**config.mk**
```make
export PLATFORM = sky130hd
export DESIGN_NAME = branch_resolve_unit
export DESIGN_NICKNAME = d
export VERILOG_FILES = /design/src/rtl/branch_resolve_unit.sv
export SDC_FILE = /design/constraint.sdc
export NUM_CORES = 1
export LEC_CHECK = 0
export BUFFER_PORTS_ARGS = -buffer_cell sky130_fd_sc_hd__buf_4
export CAP_MARGIN = 0
export CELL_PAD_IN_SITES_DETAIL_PLACEMENT = 1
export CELL_PAD_IN_SITES_GLOBAL_PLACEMENT = 1
export CORE_MARGIN = 2
export CORE_UTILIZATION = 42
export DETAILED_ROUTE_END_ITERATION = 12
export PLACE_DENSITY = 0.92
export SLEW_MARGIN = 20
export SYNTH_ARGS = -nofsm -noshare
export SYNTH_HDL_FRONTEND = slang
export SYNTH_SLANG_ARGS = --single-unit
export TNS_END_PERCENT = 10
```
**constraint.sdc**
```tcl
create_clock -name clk_i -period 11 [get_ports clk_i]
set_input_delay 0.55 -clock clk_i [delete_from_list [all_inputs] [get_ports clk_i]]
set_output_delay 0.55 -clock clk_i [all_outputs]
set_load 0.01 [all_outputs]
```
**src/rtl/branch_resolve_unit.sv**
```systemverilog
// Registered branch resolution: condition, target, mispredict check and
// wrap-around branch/mispredict statistics for the performance monitor.
module branch_resolve_unit #(
  parameter int unsigned XLEN  = 32,
  parameter int unsigned CNT_W = 32
) (
  input  logic             clk_i,
  input  logic             rst_ni,
  input  logic             valid_i,
  input  logic             flush_i,
  input  logic [31:0]      instr_i,
  input  logic [XLEN-1:0]  pc_i,
  input  logic [XLEN-1:0]  operand_a_i,
  input  logic [XLEN-1:0]  operand_b_i,
  input  logic [XLEN-1:0]  imm_i,
  input  logic             pred_taken_i,
  input  logic [XLEN-1:0]  pred_target_i,
  input  logic             clr_cnt_i,
  output logic             valid_o,
  output logic             taken_o,
  output logic             mispredict_o,
  output logic [XLEN-1:0]  redirect_pc_o,
  output logic [CNT_W-1:0] branch_cnt_o,
  output logic [CNT_W-1:0] mispred_cnt_o
);

  typedef enum logic [1:0] {
    K_NONE,
    K_BR,
    K_JAL,
    K_JALR
  } kind_e;

  localparam logic [4:0] OP_BR   = 5'b11000;
  localparam logic [4:0] OP_JAL  = 5'b11011;
  localparam logic [4:0] OP_JALR = 5'b11001;

  logic [4:0] opc;
  logic [2:0] f3;
  logic       unused_instr;

  assign opc = instr_i[6:2];
  assign f3  = instr_i[14:12];
  assign unused_instr = ^{instr_i[31:15], instr_i[11:7], instr_i[1:0]};

  kind_e kind;

  always_comb begin
    kind = K_NONE;
    unique case (opc)
      OP_BR:   kind = K_BR;
      OP_JAL:  kind = K_JAL;
      OP_JALR: kind = K_JALR;
      default: kind = K_NONE;
    endcase
  end

  logic is_ctrl;
  assign is_ctrl = (kind != K_NONE);

  logic eq;
  logic lt_u;
  logic lt_s;
  logic lt;

  assign eq   = (operand_a_i == operand_b_i);
  assign lt_u = (operand_a_i < operand_b_i);
  // Differing sign bits decide the signed order outright.
  assign lt_s = (operand_a_i[XLEN-1] != operand_b_i[XLEN-1])
              ? operand_a_i[XLEN-1] : lt_u;
  assign lt   = f3[1] ? lt_u : lt_s;

  logic cond;

  always_comb begin
    cond = 1'b0;
    unique case (f3)
      3'b000:  cond = eq;
      3'b001:  cond = ~eq;
      3'b100,
      3'b110:  cond = lt;
      3'b101,
      3'b111:  cond = eq | ~lt;
      default: cond = 1'b0;
    endcase
  end

  logic            taken;
  logic [XLEN-1:0] pc_imm;
  logic [XLEN-1:0] a_imm;
  logic [XLEN-1:0] target;
  logic [XLEN-1:0] pc_plus4;

  assign pc_imm   = pc_i + imm_i;
  assign a_imm    = operand_a_i + imm_i;
  assign pc_plus4 = pc_i + XLEN'(4);

  always_comb begin
    taken  = 1'b0;
    target = pc_imm;
    unique case (kind)
      K_BR:    taken = cond;
      K_JAL:   taken = 1'b1;
      K_JALR: begin
        taken  = 1'b1;
        target = {a_imm[XLEN-1:1], 1'b0};
      end
      default: taken = 1'b0;
    endcase
  end

  logic            mispred;
  logic [XLEN-1:0] redirect;

  assign redirect = taken ? target : pc_plus4;
  assign mispred  = (taken != pred_taken_i)
                  | (taken & pred_taken_i & (target != pred_target_i));

  logic acc;
  assign acc = valid_i & ~flush_i;

  logic             valid_q;
  logic             taken_q;
  logic             mispred_q;
  logic [XLEN-1:0]  redirect_q;
  logic [CNT_W-1:0] bcnt_q;
  logic [CNT_W-1:0] bcnt_d;
  logic [CNT_W-1:0] mcnt_q;
  logic [CNT_W-1:0] mcnt_d;

  always_comb begin
    bcnt_d = bcnt_q;
    mcnt_d = mcnt_q;
    if (clr_cnt_i) begin
      bcnt_d = '0;
      mcnt_d = '0;
    end else if (acc) begin
      if (is_ctrl) bcnt_d = bcnt_q + CNT_W'(1);
      if (mispred) mcnt_d = mcnt_q + CNT_W'(1);
    end
  end

  always_ff @(posedge clk_i) begin
    if (!rst_ni) begin
      valid_q    <= 1'b0;
      taken_q    <= 1'b0;
      mispred_q  <= 1'b0;
      redirect_q <= '0;
      bcnt_q     <= '0;
      mcnt_q     <= '0;
    end else begin
      valid_q   <= acc;
      taken_q   <= acc & taken;
      mispred_q <= acc & mispred;
      if (acc) redirect_q <= redirect;
      bcnt_q <= bcnt_d;
      mcnt_q <= mcnt_d;
    end
  end

  assign valid_o       = valid_q;
  assign taken_o       = taken_q;
  assign mispredict_o  = mispred_q;
  assign redirect_pc_o = redirect_q;
  assign branch_cnt_o  = bcnt_q;
  assign mispred_cnt_o = mcnt_q;

endmodule

```
==> results.yml, run 1 <==
setup_path:
  reg2reg_to: "mispred_cnt_o[31]"
  r2r_cells: 12
  reg2reg_from: "mispred_cnt_o[3]"
  cp-end-kind: "flip-flop"
  crit_arrival_ns: 6.57
  regToRegSetupSlack_ns: 6.76
  crit_path_max_fanout: 62
  start_kind: "input pin"
  crit_type: "in -> reg"
  required_ns: 11.28
synthesis:
  synth-edff-count: 0
  ys_top_cells_by_area: "dfxtp_1, ha_1, xnor2_1"
  yosys.area.top_type: "dfxtp_1"
  syn_nets: 1721
  ys.warnings.count: 0
  synth_cell_types: 81
  synth_top_area_frac: 0.184
  synthesis.area_um2: 10800
  postSynth.asyncResetShare: 0
  synth_ff_type: "dfxtp_1"
  syn_area_per_cell_um2: 7.56
  synth_cells: 1424
  ys_seq_elements: 99
  yosysSeqAreaShare: 0.184
clock_network:
  clockBufferDepth: 2
  cts_tree: "built"
  clk_pin_slew_ns: 0.07
  root_buffer: "clkbuf_16"
  clock-sinks: 99
  htreeDepth: 3
  insertion_delay_ns: 0.35
  numCtsBuffers: 9
  post_cts_resized: 0
  post_cts_buffers: 0
  cts_hold_buf: 0
floorplan:
  dieHeight_um: 164
  dieArea_um2: 26900
  die_w_um: 164
  io_pins: 297
  initial_utilization: 0.428
  rows: 58
  core_um2: 25200
min_path:
  hp-start: "redirect_pc_o[17]"
  min_delay_worst_endpoint: "redirect_pc_o[17]"
  whs_path_depth: 2
  hold_class: "reg -> reg"
timing:
  setup_ws_ns: 4.71
  hold_viol_final: 0
  setup-violations-final: 0
  fmax_mhz: 159
  worst_slew_pin_slew_ns: 0.998
  rsz0062_at_grt: "no"
  slew_headroom: 0.330
  finalSetupTns_ns: 0
  drv_slew: 0
  fin_crit_ns: 6.29
  finClkSkew_ns: 0.00992
  fin_crit_sh: 0.572
placement:
  place.port_buffers: 272
  post-place-ws_ns: 4.41
  hpwlAfterDp_um: 34100
  placed_cells: 1960
  gp_congestion: 0.956
detailed_routing:
  routed_wl_um: 41500
  antenna_left: 0
  drc_errors: 0
  vias: 12200
  wl_per_cell_um: 21.0
  dr.pass1.iters: 5
  viasPerCell: 6.18
  initialDrtViolationCount: 778
power:
  p_clk_frac: 0.248
  power.density_nw_per_um2: 87.7
  seqPwrFrac: 0.319
  switching_share: 0.377
  p_leak_uw: 0.00550
  internal-power_uw: 722
  power_switching_uw: 437
  p_total_uw: 1160
  vdd_drop_max_v: 0.0000811
  combPwrFrac: 0.433
layout:
  final_layout_size_suffix_gt1_frac: 0.208
  syn_to_final_growth_pct: 22.7
  stdcell_count: 1977
  final_common_cell: "buf_4"
  fin_nets: 1939
  fin_util: 0.525
  layout_common_cells: "buf_4, nand2_1, a21oi_1"
global_routing:
  grt_pass1_wl_um: 64100
  grt_max_degree: 63
  grt_pass1_vias: 12300
  grt_usage: 0.298
  grt-ovfl-total: 0
  antenna_found_initial: 1
job:
  cap_violations: 0
run_status:
  status: "finished clean"
==> area by class of cell <==
type,count,area (µm²)
antenna,1,2.50
sequential,99,1980
clock inverter,5,31.3
multi-input combinational,1195,8230
clock buffer,10,229
inverter,56,210
timing repair buffer,281,2110
fill,3143,12000
tap,330,413
==> per-stage QoR <==
step | hold WS (ns) | cell area (µm²)
2_1_floorplan | 0.494 | 10800
3_3_place_gp | 0.458 | 12900
3_5_place_dp | 0.479 | 12900
4_1_cts | 0.494 | 13200
5_1_grt | 0.512 | 13200
6_report | 0.486 | 13200
==> how the worst max path moves through the flow <==
stage,startpoint,end,depth (start not counted)
2_1_floorplan,operand_b_i[1],mispred_cnt_o[24],26
3_3_place_gp,operand_a_i[1],mispred_cnt_o[1],23
3_5_place_dp,operand_a_i[1],mispred_cnt_o[5],24
4_1_cts,operand_a_i[1],mispred_cnt_o[4],23
5_1_grt,operand_a_i[1],mispred_cnt_o[4],23
6_report,operand_a_i[1],mispred_cnt_o[4],23
==> logic make-up (layout without fill, tap and decap cells) <==
group | count (synthesis) | count (layout) | share of synthesized area
other | 0 | 1 | 0
buffers and inverters | 130 | 352 | 0.0520
adders and majority gates | 99 | 99 | 0.116
DFF | 99 | 99 | 0.184
xor gates and xnor gates | 126 | 126 | 0.105
AOI/OAI and AO/OA | 387 | 387 | 0.247
and+or+nand+nor | 553 | 553 | 0.266
muxes | 30 | 30 | 0.0289
==> Yosys cell counts, drive strengths merged, types with 22 or more instances <==
cell type and number:
a21o 26, a21oi 117, and3 30, buf 22, clkbuf 52, dfxtp 99, ha 97, inv 56
mux2i 24, nand2 130, nand3 88, nand4 54, nor2 95, nor3 35, o21ai 68, o311ai 25
o31ai 22, or4 23, xnor2 70, xor2 54
==> metal layers <==
layer  track usage  part of all wire
met1         0.381              0.43
met4         0.132             0.042
met3        0.0263             0.061
met2         0.510              0.47
met5             0                 0
==> registers in the layout, indices dropped and copies added, names as in the netlist <==
signal / cells
branch_cnt_o: 32
mispred_cnt_o: 32
mispredict_o: 1
redirect_pc_o: 32
taken_o: 1
valid_o: 1
==> power groups by stage <==
stage	clock (µW)	sequential [µW]	combinational [µW]
after global routing	305	371	541
final	288	370	501
after detailed placement	0	378	490
after global placement	0	378	470
after floorplan	0	381	303
after CTS	294	370	492
==> critical path, stage by stage <==
cell,delay (ns)
buf_4,0.14
ha_1,0.33
nor2b_1,0.14
o21a_1,0.17
o21a_1,0.17
o21a_1,0.17
o21a_1,0.16
o21a_1,0.16
o211ai_1,0.18
a32oi_1,0.21
mux2i_1,0.43
o21a_2,0.18
buf_4,0.46
inv_1,0.12
ha_1,0.37
a221o_1,0.29
nor4_1,0.28
o221ai_1,0.19
or4_4,0.49
nor4_4,0.29
a41oi_2,0.54
nand3_1,0.33
mux2i_1,0.21
No activity file was read; power rests on OpenSTA's default activity.
==> inputs of run 2 (changes only) <==
--- a/config.mk
+++ b/config.mk
@@ -5,14 +5,15 @@
 export SDC_FILE = /design/constraint.sdc
 export NUM_CORES = 1
 export LEC_CHECK = 0
+export ABC_AREA = 1
 export BUFFER_PORTS_ARGS = -buffer_cell sky130_fd_sc_hd__buf_4
 export CAP_MARGIN = 0
 export CELL_PAD_IN_SITES_DETAIL_PLACEMENT = 1
 export CELL_PAD_IN_SITES_GLOBAL_PLACEMENT = 1
 export CORE_MARGIN = 2
-export CORE_UTILIZATION = 42
+export CORE_UTILIZATION = 37
 export DETAILED_ROUTE_END_ITERATION = 12
-export PLACE_DENSITY = 0.92
+export PLACE_DENSITY = 0.86
 export SLEW_MARGIN = 20
 export SYNTH_ARGS = -nofsm -noshare
 export SYNTH_HDL_FRONTEND = slang
==> constraint.sdc (replaced) <==
create_clock -name clk_i -period 6.3 [get_ports clk_i]
set_input_delay 0.315 -clock clk_i [delete_from_list [all_inputs] [get_ports clk_i]]
set_output_delay 0.315 -clock clk_i [all_outputs]
set_load 0.01 [all_outputs]
==> run 2 against run 1 <==
Largest power group unchanged. Via count grew 25%. Combinational power up 81%. Count of clock-buffer cells in the layout is 1 lower. Power increased by 83%. Critical path depth shrank 4. Cell count up 49%. Routed wire length is 26% higher. Clock skew is 0.0041 ns higher. First-iteration DRC count down 8.1%. Hold slack worse by 0.16 ns. Flip-flop and latch count is the same. Largest cell class unchanged. Clock power increased by 97%.
==> results.yml, run 2 <==
clock_network:
  insertion_delay_ns: 0.36
  htreeDepth: 3
  root_buffer: "clkbuf_16"
  clk_pin_slew_ns: 0.08
  clock-sinks: 99
  post_cts_buffers: 0
  clockBufferDepth: 2
  numCtsBuffers: 9
  cts_hold_buf: 0
  cts_tree: "built"
  post_cts_resized: 0
synthesis:
  synth_cell_types: 49
  synth_cells: 2248
  postSynth.asyncResetShare: 0
  yosysSeqAreaShare: 0.157
  ys_top_cells_by_area: "nand2_1, dfxtp_1, inv_1"
  ys.warnings.count: 0
  syn_area_per_cell_um2: 5.63
  synth-edff-count: 0
  syn_nets: 2545
  ys_seq_elements: 99
  yosys.area.top_type: "nand2_1"
  synth_commonest_cells: "nand2_1, inv_1, nand3_1"
  synth_top_area_frac: 0.218
  synth_ff_type: "dfxtp_1"
  synth_most_common_cell: "nand2_1"
  synthesis.area_um2: 12700
job:
  cap_violations: 0
placement:
  placed_cells: 2932
  post-place-ws_ns: 2.17
  gp_congestion: 0.923
  place.port_buffers: 272
  hpwlAfterDp_um: 44800
timing:
  setup-violations-final: 0
  hold_viol_final: 0
  setup_ws_ns: 2.55
  finalSetupTns_ns: 0
  fin_crit_sh: 0.595
  drv_slew: 0
  rsz0062_at_grt: "no"
  fin_crit_ns: 3.75
  worst_slew_pin_slew_ns: 1.03
  fmax_mhz: 267
  slew_headroom: 0.311
  finClkSkew_ns: 0.0140
floorplan:
  rows: 67
  die_w_um: 189
  initial_utilization: 0.376
  io_pins: 297
  dieHeight_um: 189
  core_um2: 33600
  dieArea_um2: 35700
detailed_routing:
  dr.pass1.iters: 5
  routed_wl_um: 52200
  drc_errors: 0
  vias: 15200
  initialDrtViolationCount: 715
  wl_per_cell_um: 17.7
  antenna_left: 0
  viasPerCell: 5.16
layout:
  fin_nets: 2792
  final_common_cell: "nand2_1"
  layout_common_cells: "nand2_1, inv_1, buf_4"
  stdcell_count: 2949
  syn_to_final_growth_pct: 21.5
  final_layout_size_suffix_gt1_frac: 0.166
global_routing:
  grt-ovfl-total: 0
  grt_usage: 0.291
  grt_pass1_wl_um: 82800
  grt_pass1_vias: 15500
  antenna_found_initial: 2
  grt_max_degree: 69
min_path:
  whs_path_depth: 4
  hold_class: "in -> reg"
setup_path:
  crit_arrival_ns: 4.02
  r2r_cells: 14
  crit_type: "in -> reg"
  start_kind: "input pin"
  required_ns: 6.58
  crit_path_max_fanout: 37
  cp-end-kind: "flip-flop"
run_status:
  status: "finished clean"
power:
  vdd_drop_max_v: 0.000117
  power.density_nw_per_um2: 138
  p_leak_uw: 0.00806
## run 2: cell types whose count changed in the layout (fill, tap and decap cells not counted), moves of 25 or more
cell / before / now
and3_1: 30 / 1
inv_1: 56 / 378
nand2_1: 130 / 736
nand2_2: 0 / 42
nand3_1: 88 / 243
nor2_1: 93 / 156
o21ai_0: 62 / 34
o311ai_0: 25 / 0
xnor2_1: 70 / 25
## run 2: logic make-up after synthesis
kind of cell	Yosys count	share of synthesized area
muxes	1	0.000791
AOI/OAI and AO/OA	203	0.0924
and+or+nand+nor	1332	0.464
adders and majority gates	99	0.0991
buffers and inverters	441	0.136
DFF	99	0.157
xor gates and xnor gates	73	0.0505
## run 2: stage by stage
stage                     power, µW  hold slack [ns]  cell area [µm²]  utilization
after floorplan                1220            0.483            12700            -
after global placement         1520            0.453            15100        0.449
after detailed placement       1560            0.460            15100        0.449
after CTS                      2120            0.317            15400        0.457
after global routing           2260            0.371            15400        0.457
final                          2120            0.330            15400        0.457
## run 2: cell type report
class | instances | area (µm²)
Antenna cell | 1 | 2.50
Clock buffer | 9 | 225
Clock inverter | 7 | 68.8
Fill cell | 4775 | 18200
Inverter | 400 | 1500
Multi-Input combinational cell | 1708 | 8950
Sequential cell | 99 | 1980
Tap cell | 448 | 561
Timing Repair Buffer | 277 | 2080
## run 2: final timing paths
path,from,endpoint,slack (ns)
worst min register to register,redirect_pc_o[31],redirect_pc_o[31],0.47
worst min-delay path,pc_i[2],redirect_pc_o[2],0.33
worst max register to register,branch_cnt_o[0],branch_cnt_o[28],3.74
worst max-delay path,instr_i[6],mispred_cnt_o[22],2.55
## run 2: worst max-delay path, stage by stage
cell and delay (ns):
buf_4 0.12, inv_2 0.04, nor2_2 0.04, nand3_4 0.43
clkinv_2 0.63, nand3_1 0.37, nand2_1 0.11, nand2_1 0.08
nand2_1 0.05, nand3b_1 0.17, nor2_1 0.18, nand3_1 0.09
nor2_1 0.24, nand3_1 0.16, nand2_2 0.10, nand2_4 0.24
nand2_8 0.37, nand2_2 0.09, a21oi_2 0.14
## run 2: per-layer routing
metal	wire [µm]	track usage
met5	10	0
met4	1420	0.0790
met3	2220	0.0280
met2	25300	0.525
met1	23300	0.369
## run 2: report_power, final
part / leakage [µW] / internal, µW / total (µW) / switching (µW)
Sequential: 0.000801 / 637 / 644 / 7.57
Clock: 0.000143 / 279 / 568 / 289
Combinational: 0.00712 / 328 / 907 / 579
